### config.mk
export PLATFORM = sky130hd
export DESIGN_NAME = uart_core
export DESIGN_NICKNAME = d
export VERILOG_FILES = /design/src/rtl/uart_core.sv
export SDC_FILE = /design/constraint.sdc
export NUM_CORES = 1
export LEC_CHECK = 0
export ABC_AREA = 1
export CAP_MARGIN = 25
export CORE_AREA = 2 2 84 86
export DETAILED_ROUTE_END_ITERATION = 10
export DIE_AREA = 0 0 86 88
export GPL_TIMING_DRIVEN = 0
export PLACE_DENSITY = 0.78
export SLEW_MARGIN = 40
export SYNTH_ARGS = -nofsm -noshare
export SYNTH_HDL_FRONTEND = slang
export SYNTH_SLANG_ARGS = --single-unit
### constraint.sdc
create_clock -name clk -period 2.06 [get_ports clk]
set_input_delay 0.412 -clock clk [delete_from_list [all_inputs] [get_ports clk]]
set_output_delay 0.412 -clock clk [all_outputs]
set_load 0.02 [all_outputs]
### src/rtl/uart_core.sv
// Full-duplex UART: a transmitter with a valid/ready word input, and a receiver that
// produces a one-cycle strobe with parity and framing flags. TX and RX share only clk and reset.
module uart_core #(
  parameter int CLKS_PER_BIT = 234,
  parameter int DATA_BITS    = 8,
  parameter int PARITY       = 0,
  parameter int STOP_BITS    = 1
) (
  input  logic                 clk,
  input  logic                 reset_n,
  input  logic                 uart_rx,
  output logic                 uart_tx,
  input  logic [DATA_BITS-1:0] tx_data,
  input  logic                 tx_valid,
  output logic                 tx_ready,
  output logic [DATA_BITS-1:0] rx_data,
  output logic                 rx_valid,
  output logic                 rx_parity_err,
  output logic                 rx_frame_err
);
  localparam int            CW        = $clog2(CLKS_PER_BIT + 1);
  localparam logic [CW-1:0] BIT_FULL  = CW'(CLKS_PER_BIT);
  localparam logic [CW-1:0] BIT_LAST  = CW'(CLKS_PER_BIT - 1);
  localparam logic [CW-1:0] BIT_PRE   = CW'(CLKS_PER_BIT - 2);
  localparam logic [CW-1:0] BIT_HALF  = CW'(CLKS_PER_BIT / 2);
  localparam logic [2:0]    DATA_LAST = 3'(DATA_BITS - 1);
  localparam logic [2:0]    STOP_LAST = 3'(STOP_BITS - 1);
  localparam logic          PAR_ODD   = (PARITY == 1);

  typedef enum logic [2:0] {TX_IDLE, TX_START, TX_DATA, TX_PAR, TX_STOP} tx_state_t;
  typedef enum logic [2:0] {RX_IDLE, RX_START, RX_DATA, RX_PAR, RX_STOP, RX_WAIT_HIGH} rx_state_t;

  // ---------------- transmitter ----------------
  tx_state_t           tx_st, tx_nxt;
  logic [CW-1:0]       tx_cnt, tx_cnt_n;
  logic [2:0]          tx_idx, tx_idx_n, tx_idx_inc;
  logic [DATA_BITS-1:0] tx_sr, tx_sr_n;
  logic                tx_bit_n, tx_par;

  assign tx_ready   = (tx_st == TX_IDLE);
  assign tx_idx_inc = tx_idx + 3'd1;
  assign tx_par     = (^tx_sr) ^ PAR_ODD;

  always_ff @(posedge clk or negedge reset_n) begin
    if (!reset_n) begin
      tx_st   <= TX_IDLE;
      tx_cnt  <= '0;
      tx_idx  <= '0;
      tx_sr   <= '0;
      uart_tx <= 1'b1;
    end else begin
      tx_st   <= tx_nxt;
      tx_cnt  <= tx_cnt_n;
      tx_idx  <= tx_idx_n;
      tx_sr   <= tx_sr_n;
      uart_tx <= tx_bit_n;
    end
  end

  // The last stop cycle is spent back in IDLE so a word accepted there starts with no gap.
  always_comb begin
    tx_nxt   = tx_st;
    tx_cnt_n = tx_cnt + CW'(1);
    tx_idx_n = tx_idx;
    tx_sr_n  = tx_sr;
    tx_bit_n = uart_tx;
    case (tx_st)
      TX_IDLE: begin
        tx_cnt_n = '0;
        tx_bit_n = 1'b1;
        if (tx_valid) begin
          tx_nxt   = TX_START;
          tx_sr_n  = tx_data;
          tx_idx_n = '0;
          tx_bit_n = 1'b0;
        end
      end
      TX_START: if (tx_cnt == BIT_LAST) begin
        tx_cnt_n = '0;
        tx_nxt   = TX_DATA;
        tx_bit_n = tx_sr[0];
      end
      TX_DATA: if (tx_cnt == BIT_LAST) begin
        tx_cnt_n = '0;
        if (tx_idx == DATA_LAST) begin
          tx_idx_n = '0;
          if (PARITY != 0) begin
            tx_nxt   = TX_PAR;
            tx_bit_n = tx_par;
          end else begin
            tx_nxt   = TX_STOP;
            tx_bit_n = 1'b1;
          end
        end else begin
          tx_idx_n = tx_idx_inc;
          tx_bit_n = tx_sr[tx_idx_inc];
        end
      end
      TX_PAR: if (tx_cnt == BIT_LAST) begin
        tx_cnt_n = '0;
        tx_nxt   = TX_STOP;
        tx_bit_n = 1'b1;
      end
      TX_STOP: begin
        if (tx_idx == STOP_LAST && tx_cnt == BIT_PRE) begin
          tx_cnt_n = '0;
          tx_nxt   = TX_IDLE;
        end else if (tx_cnt == BIT_LAST) begin
          tx_cnt_n = '0;
          tx_idx_n = tx_idx_inc;
        end
      end
      default: tx_nxt = TX_IDLE;
    endcase
  end

  // ---------------- receiver ----------------
  rx_state_t            rx_st, rx_nxt;
  logic [1:0]           rx_sync;
  logic                 rx_s;
  logic [CW-1:0]        rx_cnt, rx_cnt_n;
  logic [2:0]           rx_idx, rx_idx_n;
  logic [DATA_BITS-1:0] rx_sr, rx_sr_n;
  logic                 rx_perr, rx_perr_n, rx_ferr, rx_ferr_n, rx_done;

  assign rx_s = rx_sync[1];

  always_ff @(posedge clk or negedge reset_n) begin
    if (!reset_n) begin
      rx_sync       <= 2'b11;
      rx_st         <= RX_IDLE;
      rx_cnt        <= '0;
      rx_idx        <= '0;
      rx_sr         <= '0;
      rx_perr       <= 1'b0;
      rx_ferr       <= 1'b0;
      rx_valid      <= 1'b0;
      rx_data       <= '0;
      rx_parity_err <= 1'b0;
      rx_frame_err  <= 1'b0;
    end else begin
      rx_sync  <= {rx_sync[0], uart_rx};
      rx_st    <= rx_nxt;
      rx_cnt   <= rx_cnt_n;
      rx_idx   <= rx_idx_n;
      rx_sr    <= rx_sr_n;
      rx_perr  <= rx_perr_n;
      rx_ferr  <= rx_ferr_n;
      rx_valid <= rx_done;
      if (rx_done) begin
        rx_data       <= rx_sr;
        rx_parity_err <= (PARITY != 0) && rx_perr;
        rx_frame_err  <= rx_ferr_n;
      end
    end
  end

  always_comb begin
    rx_nxt    = rx_st;
    rx_cnt_n  = rx_cnt + CW'(1);
    rx_idx_n  = rx_idx;
    rx_sr_n   = rx_sr;
    rx_perr_n = rx_perr;
    rx_ferr_n = rx_ferr;
    rx_done   = 1'b0;
    case (rx_st)
      RX_IDLE: begin
        rx_cnt_n  = CW'(1);
        rx_idx_n  = '0;
        rx_perr_n = 1'b0;
        rx_ferr_n = 1'b0;
        if (!rx_s) rx_nxt = RX_START;
      end
      RX_START: if (rx_cnt == BIT_HALF) begin
        rx_cnt_n = CW'(1);
        rx_nxt   = rx_s ? RX_IDLE : RX_DATA;
      end
      RX_DATA: if (rx_cnt == BIT_FULL) begin
        rx_cnt_n = CW'(1);
        rx_sr_n  = {rx_s, rx_sr[DATA_BITS-1:1]};
        if (rx_idx == DATA_LAST) begin
          rx_idx_n = '0;
          rx_nxt   = (PARITY != 0) ? RX_PAR : RX_STOP;
        end else begin
          rx_idx_n = rx_idx + 3'd1;
        end
      end
      RX_PAR: if (rx_cnt == BIT_FULL) begin
        rx_cnt_n  = CW'(1);
        rx_perr_n = (^rx_sr) ^ rx_s ^ PAR_ODD;
        rx_nxt    = RX_STOP;
      end
      RX_STOP: if (rx_cnt == BIT_FULL) begin
        rx_cnt_n  = CW'(1);
        rx_ferr_n = rx_ferr | ~rx_s;
        if (rx_idx == STOP_LAST) begin
          rx_done = 1'b1;
          rx_nxt  = rx_s ? RX_IDLE : RX_WAIT_HIGH;
        end else begin
          rx_idx_n = rx_idx + 3'd1;
        end
      end
      RX_WAIT_HIGH: begin
        rx_cnt_n = CW'(1);
        if (rx_s) rx_nxt = RX_IDLE;
      end
      default: rx_nxt = RX_IDLE;
    endcase
  end
endmodule

[Yosys cells after proc, flatten, opt, wreduce, memory -nomap -nowiden]
Index checks and enable logic that the tools add are counted.
Widths: inputs -> output; s select.
Storage, ports and cells
  word-level logic and storage cells: 119
  input bits: 12
  output and inout bits: 13
  register bits after elaboration: 58
Operators by class
  reduce and logical (&&, ||, !) cells: 18
  $lt $le $gt $ge: 1
  equal/unequal tests: 32
  add/sub/neg operators: 4
  muxes and demuxes: 48
  bitwise logic cells: 2
Operators with widths (number)
  $mux 3: 24
  $pmux 8 s3: 2
  $ne 2x2->1 const B: 17
  $mux 8: 4
  $eq 8x8->1 const B: 3
  $pmux 3 s3: 2
  $pmux 3 s6: 1
  $add 8x1->8 const B: 2
  $eq 3x3->1 const B: 5
  $pmux 3 s5: 1
  $eq 3x2->1 const B: 4
  $logic_not 3->1: 4
  $mux 1: 10
  $eq 8x7->1 const B: 1
  $reduce_and 4->1: 2
  $reduce_and 8->1: 1
  $add 3x1->3 const B: 2
  $eq 3x1->1 const B: 2
  $reduce_and 6->1: 1
  $reduce_bool 3->1: 2
  $reduce_or 3->1: 2
  $reduce_and 5->1: 1
  $lt 3x4->1 const B: 1
  $pmux 1 s4: 1
  9 further kinds: 10

[Longest topological paths before layout]
  word-level depth: 6
  depth in mapped cells: 10

[Least setup slack after synthesis]
OpenSTA, ideal clock, no wires.
  path type: register to register
  from: reg rx_cnt[0]
  to: reg rx_sr[6]
  stages on the path, launching flop included: 10
  path slack: 0.598 ns
  path buffers: 1
  data required time: 1.942 ns
  data arrival time: 1.344 ns
  clock period less this slack: 1.462 ns
  cell sequence: dfrtp_1 > inv_1 > ha_1 > nand3_1 > nand2b_2 > inv_2 > nand2_2 > buf_6 > nand2_1 > o21ai_2
Between the ends
  word-level cells in the longest chain between the ends: 2
RTL lines
  start, declared: RTL line 121  | logic [CW-1:0] rx_cnt, rx_cnt_n;
  start signal, assigned: RTL line 144  | rx_cnt <= rx_cnt_n;
  $eq 8x8->1: RTL line 178  | RX_DATA: if (rx_cnt == BIT_FULL) begin
  $reduce_and 2->1 (no line)
  end signal, assigned: RTL line 146  | rx_sr <= rx_sr_n;
  end, declared: RTL line 123  | logic [DATA_BITS-1:0] rx_sr, rx_sr_n;
No other way between the ends.
A chain may end at the register's enable or synchronous reset.

[Worst setup path after layout]
  from: reg tx_st[1]
  to: out tx_ready
Between the ends
  word-level cells in the longest chain between the ends: 1
RTL lines
  start, declared: RTL line 34  | tx_state_t tx_st, tx_nxt;
  start signal, assigned: RTL line 52  | tx_st <= tx_nxt;
  $logic_not 3->1: RTL line 40  | assign tx_ready = (tx_st == TX_IDLE);
  end, declared: RTL line 15  | output logic tx_ready,
No other way between the ends.

==> impl_metrics.yaml <==
outcome:
  outcome: "finished with violations"
  violations: "negative hold slack"
logic_synthesis:
  synth.distinct_cells: 34
  synth_cells: 355
  synth_area_sq_mm: 0.00306
  ys_ff_latch: 58
  postSynthAreaPerCell_sq_um: 8.63
  ys.flop_type: "dfrtp_1"
  ys_seq_area_frac: 0.475
  syn_nets: 379
  synthArstFlopShare: 1.00
  yosysWarnings: 0
  synth-edff-count: 0
clock_network:
  clockBufferDepth: 2
  cts.sinks: 58
  cts_setup_buffers: 0
  clk_pin_slew_ps: 70
  numCtsBuffers: 9
  cts_max_level: 3
  ctsRootBufferMaster: "clkbuf_8"
  cts_tree: "built"
  clock_latency_ps: 340
grt:
  antenna_found_initial: 0
  grt_pass1_wl_mm: 9.78
  gr-total-overflow: 0
  grt_max_degree: 31
  grt_pass1_vias: 2338
  grtUsageTotal: 0.162
timing:
  rsz0062_at_grt: "false"
  fin_crit_sh: 0.938
  timing.hold.ws_ps: -0.410
  finClkSkew_ps: 9.22
  drv_slew: 0
  setup_viol: 0
  fmax_ghz: 0.518
  hold_violations: 2
  fin_crit_ps: 1930
floorplan:
  die_w_um: 86
  io-pin-count: 25
  core-area_sq_mm: 0.00664
  dieArea_sq_mm: 0.00757
  die_y_um: 88
  row_count: 30
  start_util: 0.461
layout:
  fin_nets: 414
  final_cell_area_sq_mm: 0.00366
  diodes: 0
  syn2layout_area_growth_pct: 19.5
  drive_gt1_frac: 0.200
  instances_no_fill: 475
worst_setup_path:
  crit_path_max_fanout: 4
  criticalPathCategory: "register to output pin"
  cpPeakStageDelay_ps: 430
  end_kind: "output pin"
  crit_path_start_kind: "register"
  critical_path.cell_chain: "nor2_2 > inv_1 > nor2_4 > dlygate4sd2_1"
  required_ps: 1650
  crit_arrival_ps: 1520
  cp_slowest_cell: "dfrtp_1"
detailed_routing:
  via_count: 2336
  drtIter0Drc: 76
  drt-pass1-iter-count: 4
  drtAntennaViolNets: 0
  drc: 0
  wl_per_cell_um: 11.3
  via_per_inst: 4.92
  totalWireLength_mm: 5.36
pwr:
  total_leakage_power_nw: 1.78
  p_per_area_mw_per_mm2: 1000
  total_power_mw: 3.68
  vdd_drop_max_uv: 584
placement:
  dp_hpwl_mm: 3.99
  port_buffers: 23
  place.gp.congestion: 0.829
  post-place-cells: 459
  placed_cell_area_sq_mm: 0.00341
run:
  maxCapViolCount: 0
hold_path:
  hold_class: "input port to asynchronous set/reset pin"
layout by cell type (no fill, tap or decap), types with 2 or more instances in the layout:
cell / synthesis / final
nand4_1: 5 / 5
xor2_1: 4 / 4
clkbuf_8: 0 / 10
nand2_2: 7 / 7
ha_1: 12 / 12
or2_2: 2 / 2
nor3_1: 3 / 3
dfrtp_1: 55 / 55
nor2_1: 25 / 25
nand2_1: 98 / 98
xnor2_1: 2 / 2
inv_1: 43 / 43
clkdlybuf4s50_1: 0 / 21
buf_6: 2 / 2
inv_2: 6 / 6
o21ai_0: 6 / 6
nand2_4: 2 / 2
nand3_2: 2 / 2
buf_4: 1 / 2
mux2_2: 7 / 7
o21ai_1: 6 / 6
a21oi_1: 6 / 6
nand3_1: 25 / 25
bufinv_16: 0 / 3
o21ai_2: 16 / 16
dfstp_2: 3 / 3
clkinvlp_4: 0 / 2
nor2_4: 3 / 3
nor2_2: 5 / 5
kinds of logic (layout without fill, tap and decap cells):
group,Yosys count,count (layout),share of synthesized area
AND/OR/NAND/NOR,183,183,0.282
flip-flops,58,58,0.475
buffers and inverters,52,92,0.0698
AO/OA/AOI/OAI,36,36,0.0804
adder cells (fa/ha/maj),12,12,0.0490
multiplexers,7,7,0.0257
XOR/XNOR,6,6,0.0171
other,1,1,0.00122
path summary, 6_finish.rpt:
kind | slack [ps] | endpoint | cells after the start | start
min in group clk | 360 | rx_sync[1]$_DFF_PN1_ | 0 | rx_sync[0]$_DFF_PN1_
min | -0.4 | tx_cnt[5]$_DFF_PN0_ | 1 | reset_n
max | 130 | tx_ready | 4 | tx_st[1]$_DFFE_PN0P_
min reg2reg | 360 | rx_sync[1]$_DFF_PN1_ | 0 | rx_sync[0]$_DFF_PN1_
max reg2reg | 430 | uart_tx$_DFFE_PN1P_ | 10 | tx_idx[0]$_DFFE_PN0P_
max in group asynchronous | 1570 | rx_data[3]$_DFFE_PN0P_ | 2 | reset_n
metrics by stage:
stage / TNS [ps] / util / setup WS, ps
CTS: 0 / 0.551 / 116
detailed placement: 0 / 0.514 / 215
global placement: -67940 / 0.511 / -1210
global route: 0 / 0.551 / 73.3
floorplan: 0 / - / 598
finish: 0 / 0.551 / 128
flip-flops by register name, indices dropped and copies added (netlist names), 2 cells and up:
name / flops
rx_cnt: 8
rx_data: 8
rx_idx: 3
rx_sr: 8
rx_st: 3
rx_sync: 2
tx_cnt: 8
tx_idx: 3
tx_sr: 8
tx_st: 3
worst max-delay path: cells and delay by family (launching register included):
kind | cells | cell delay (ps)
and+or+nand+nor | 2 | 320
DFF | 1 | 430
buffers and inverters | 2 | 440
area by class of cell:
class	count	area (sq um)
repair buffers	24	246
multi-input cells	245	1400
clock buffers	10	138
flip-flops and latches	58	1460
inverters	49	184
well taps	80	100
clock inverters	6	114
plain buffers	3	30.0
fillers	582	2980
metal layers:
metal / GRT usage / wire length (um) / vias up
met3: 0.0594 / 198 / 7
met2: 0.288 / 2710 / 38
met1: 0.186 / 2380 / 1096
met5: 0 / 0 / -
met4: 0.0390 / 71 / 0
li1: - / - / 1195
report_power, final:
group          switching, mW  internal (mW)
Combinational          0.531          0.375
Sequential             0.162           1.32
Clock                  0.449          0.838
Total                   1.14           2.53
Yosys cell counts (3+ instances only):
cell type | n | area (sq um)
nand2_2 | 7 | 43.8
nand4_1 | 5 | 31.3
dfrtp_1 | 55 | 1380
o21ai_1 | 6 | 30.0
inv_1 | 43 | 161
nand3_1 | 25 | 125
dfstp_2 | 3 | 78.8
a21oi_1 | 6 | 30.0
inv_2 | 6 | 22.5
o21ai_2 | 16 | 140
o21ai_0 | 6 | 30.0
nor2_1 | 25 | 93.8
mux2_2 | 7 | 78.8
xor2_1 | 4 | 35.0
nor2_2 | 5 | 31.3
nand2_1 | 98 | 368
nor2_4 | 3 | 33.8
ha_1 | 12 | 150
nor3_1 | 3 | 15.0
repair_timing:
action / CTS / global route
hold endpoints to repair: 0 / 0
hold buffers: 0 / 0
resized for setup: 1 / 0
setup endpoints to repair: 1 / 0
(Power assumes the default switching activity.)
==> RTL change (same flow settings) <==
Reset style: synchronous (`reset_n`), changed in 2 clocked blocks.
--- a/src/rtl/uart_core.sv
+++ b/src/rtl/uart_core.sv
@@ -41,7 +41,7 @@
   assign tx_idx_inc = tx_idx + 3'd1;
   assign tx_par     = (^tx_sr) ^ PAR_ODD;
 
-  always_ff @(posedge clk or negedge reset_n) begin
+  always_ff @(posedge clk) begin
     if (!reset_n) begin
       tx_st   <= TX_IDLE;
       tx_cnt  <= '0;
@@ -125,7 +125,7 @@
 
   assign rx_s = rx_sync[1];
 
-  always_ff @(posedge clk or negedge reset_n) begin
+  always_ff @(posedge clk) begin
     if (!reset_n) begin
       rx_sync       <= 2'b11;
       rx_st         <= RX_IDLE;
Function: differs if reset_n is asserted again (counterexample within 4 cycles, from zero or initial values and one cycle with reset_n low); with reset_n held inactive, the same outputs for 10 cycles.
==> RTL change against the unedited design <==
Combinational power is 64% higher; wire length is 8.5% higher; count of clock-buffer cells in the layout is 3 higher; area after synthesis is 6.7% lower; global-route usage is 0.68 points higher; sequential cell count stayed put; design area is 7.6% lower; power is 8.6% higher; setup slack better by 39 ps.
==> RTL change: results (changes against the unedited design) <==
n_fill_cell: 630  # +8.2%
place_ws_ps: 64.7  # -150 ps
vias: 2510  # +7.4%
reg2reg_from: "tx_idx[0]"
syn_nets: 417  # +10%
routed_wl_mm: 5.82  # +8.5%
placed_area_um2: 3180  # -6.8%
place.gp.congestion: 0.936  # +13%
syn_avg_cell_area_um2: 7.28  # -16%
synthAdderAreaFrac_pct: 5.25  # +0.35 points
hold_path_class: "flop to flop"
hold_viol: 0  # -2
viasPerCell: 4.92  # about the same
port_buffers: 22  # -4.3%
reg2reg_depth: 9  # -1
p_leak_nw: 1.42  # -20%
ys_async_sr_fraction_pct: 0  # -100 points
skew_ps: 4.79  # -4.43 ps
synth-compound-area-share_pct: 12.4  # +4.3 points
muxShareOfSynthArea_pct: 0  # -2.6 points
synth_area_leaders: "dfxtp_1, nand2_1, a21oi_1, inv_1, nor2_1"
grt_pass1_vias: 2402  # +2.7%
outcome: "complete, no violations"
syn_to_final_growth_pct: 18.3
synthXorXnorAreaFrac_pct: 3.06  # +1.3 points
synth_cell_types: 31  # -8.8%
p_int_mw: 2.46  # -3.1%
arrival_ps: 1480  # -40 ps
seqPwrFrac_pct: 35.8  # -4.5 points
place_inst: 495  # +7.8%
grt_pass1_wl_mm: 10.1  # +3.5%
layout-drive-gt1-share_pct: 14.2  # -5.8 points
grt_max_degree: 11  # -65%
crit_fanout: 10  # +6
pwr-share-clk_pct: 26.9  # -8.1 points
synthFlopType: "dfxtp_1"
ys_seq_area_share_pct: 40.6  # -6.9 points
## RTL change: metrics by stage
stage	total power [mW]	hold slack, ps
floorplan	2.60	393
global placement	2.89	399
detailed placement	2.94	401
CTS	4.01	416
global route	4.31	449
finish	3.99	412
## RTL change: kinds of logic after synthesis
family          after synthesis
buf+inv                      60
simple gates                186
flops                        58
compound gates               66
fa+ha+maj                    12
other cells                   1
xor+xnor                     10
## RTL change: final cells by class
type	count	area share [%]
well taps	80	2.96
multi-input cells	275	43.1
repair buffers	22	6.47
inverters	52	5.77
plain buffers	8	1.33
clock inverters	2	1.04
clock buffers	13	4.99
flip-flops and latches	58	34.3
## RTL change: worst max-delay path: stages (launching register included)
cell and delay, ps:
dfxtp_1 340, inv_2 90, nand2_2 90, nor2_4 250
dlygate4sd2_1 370
## RTL change: per-layer routing
layer,track usage [%],up-vias,routed length [um]
li1,-,1315,-
met1,19.1,1134,2660
met2,29.7,53,2840
met3,6.03,8,260
met4,5.34,0,61
met5,0,-,0
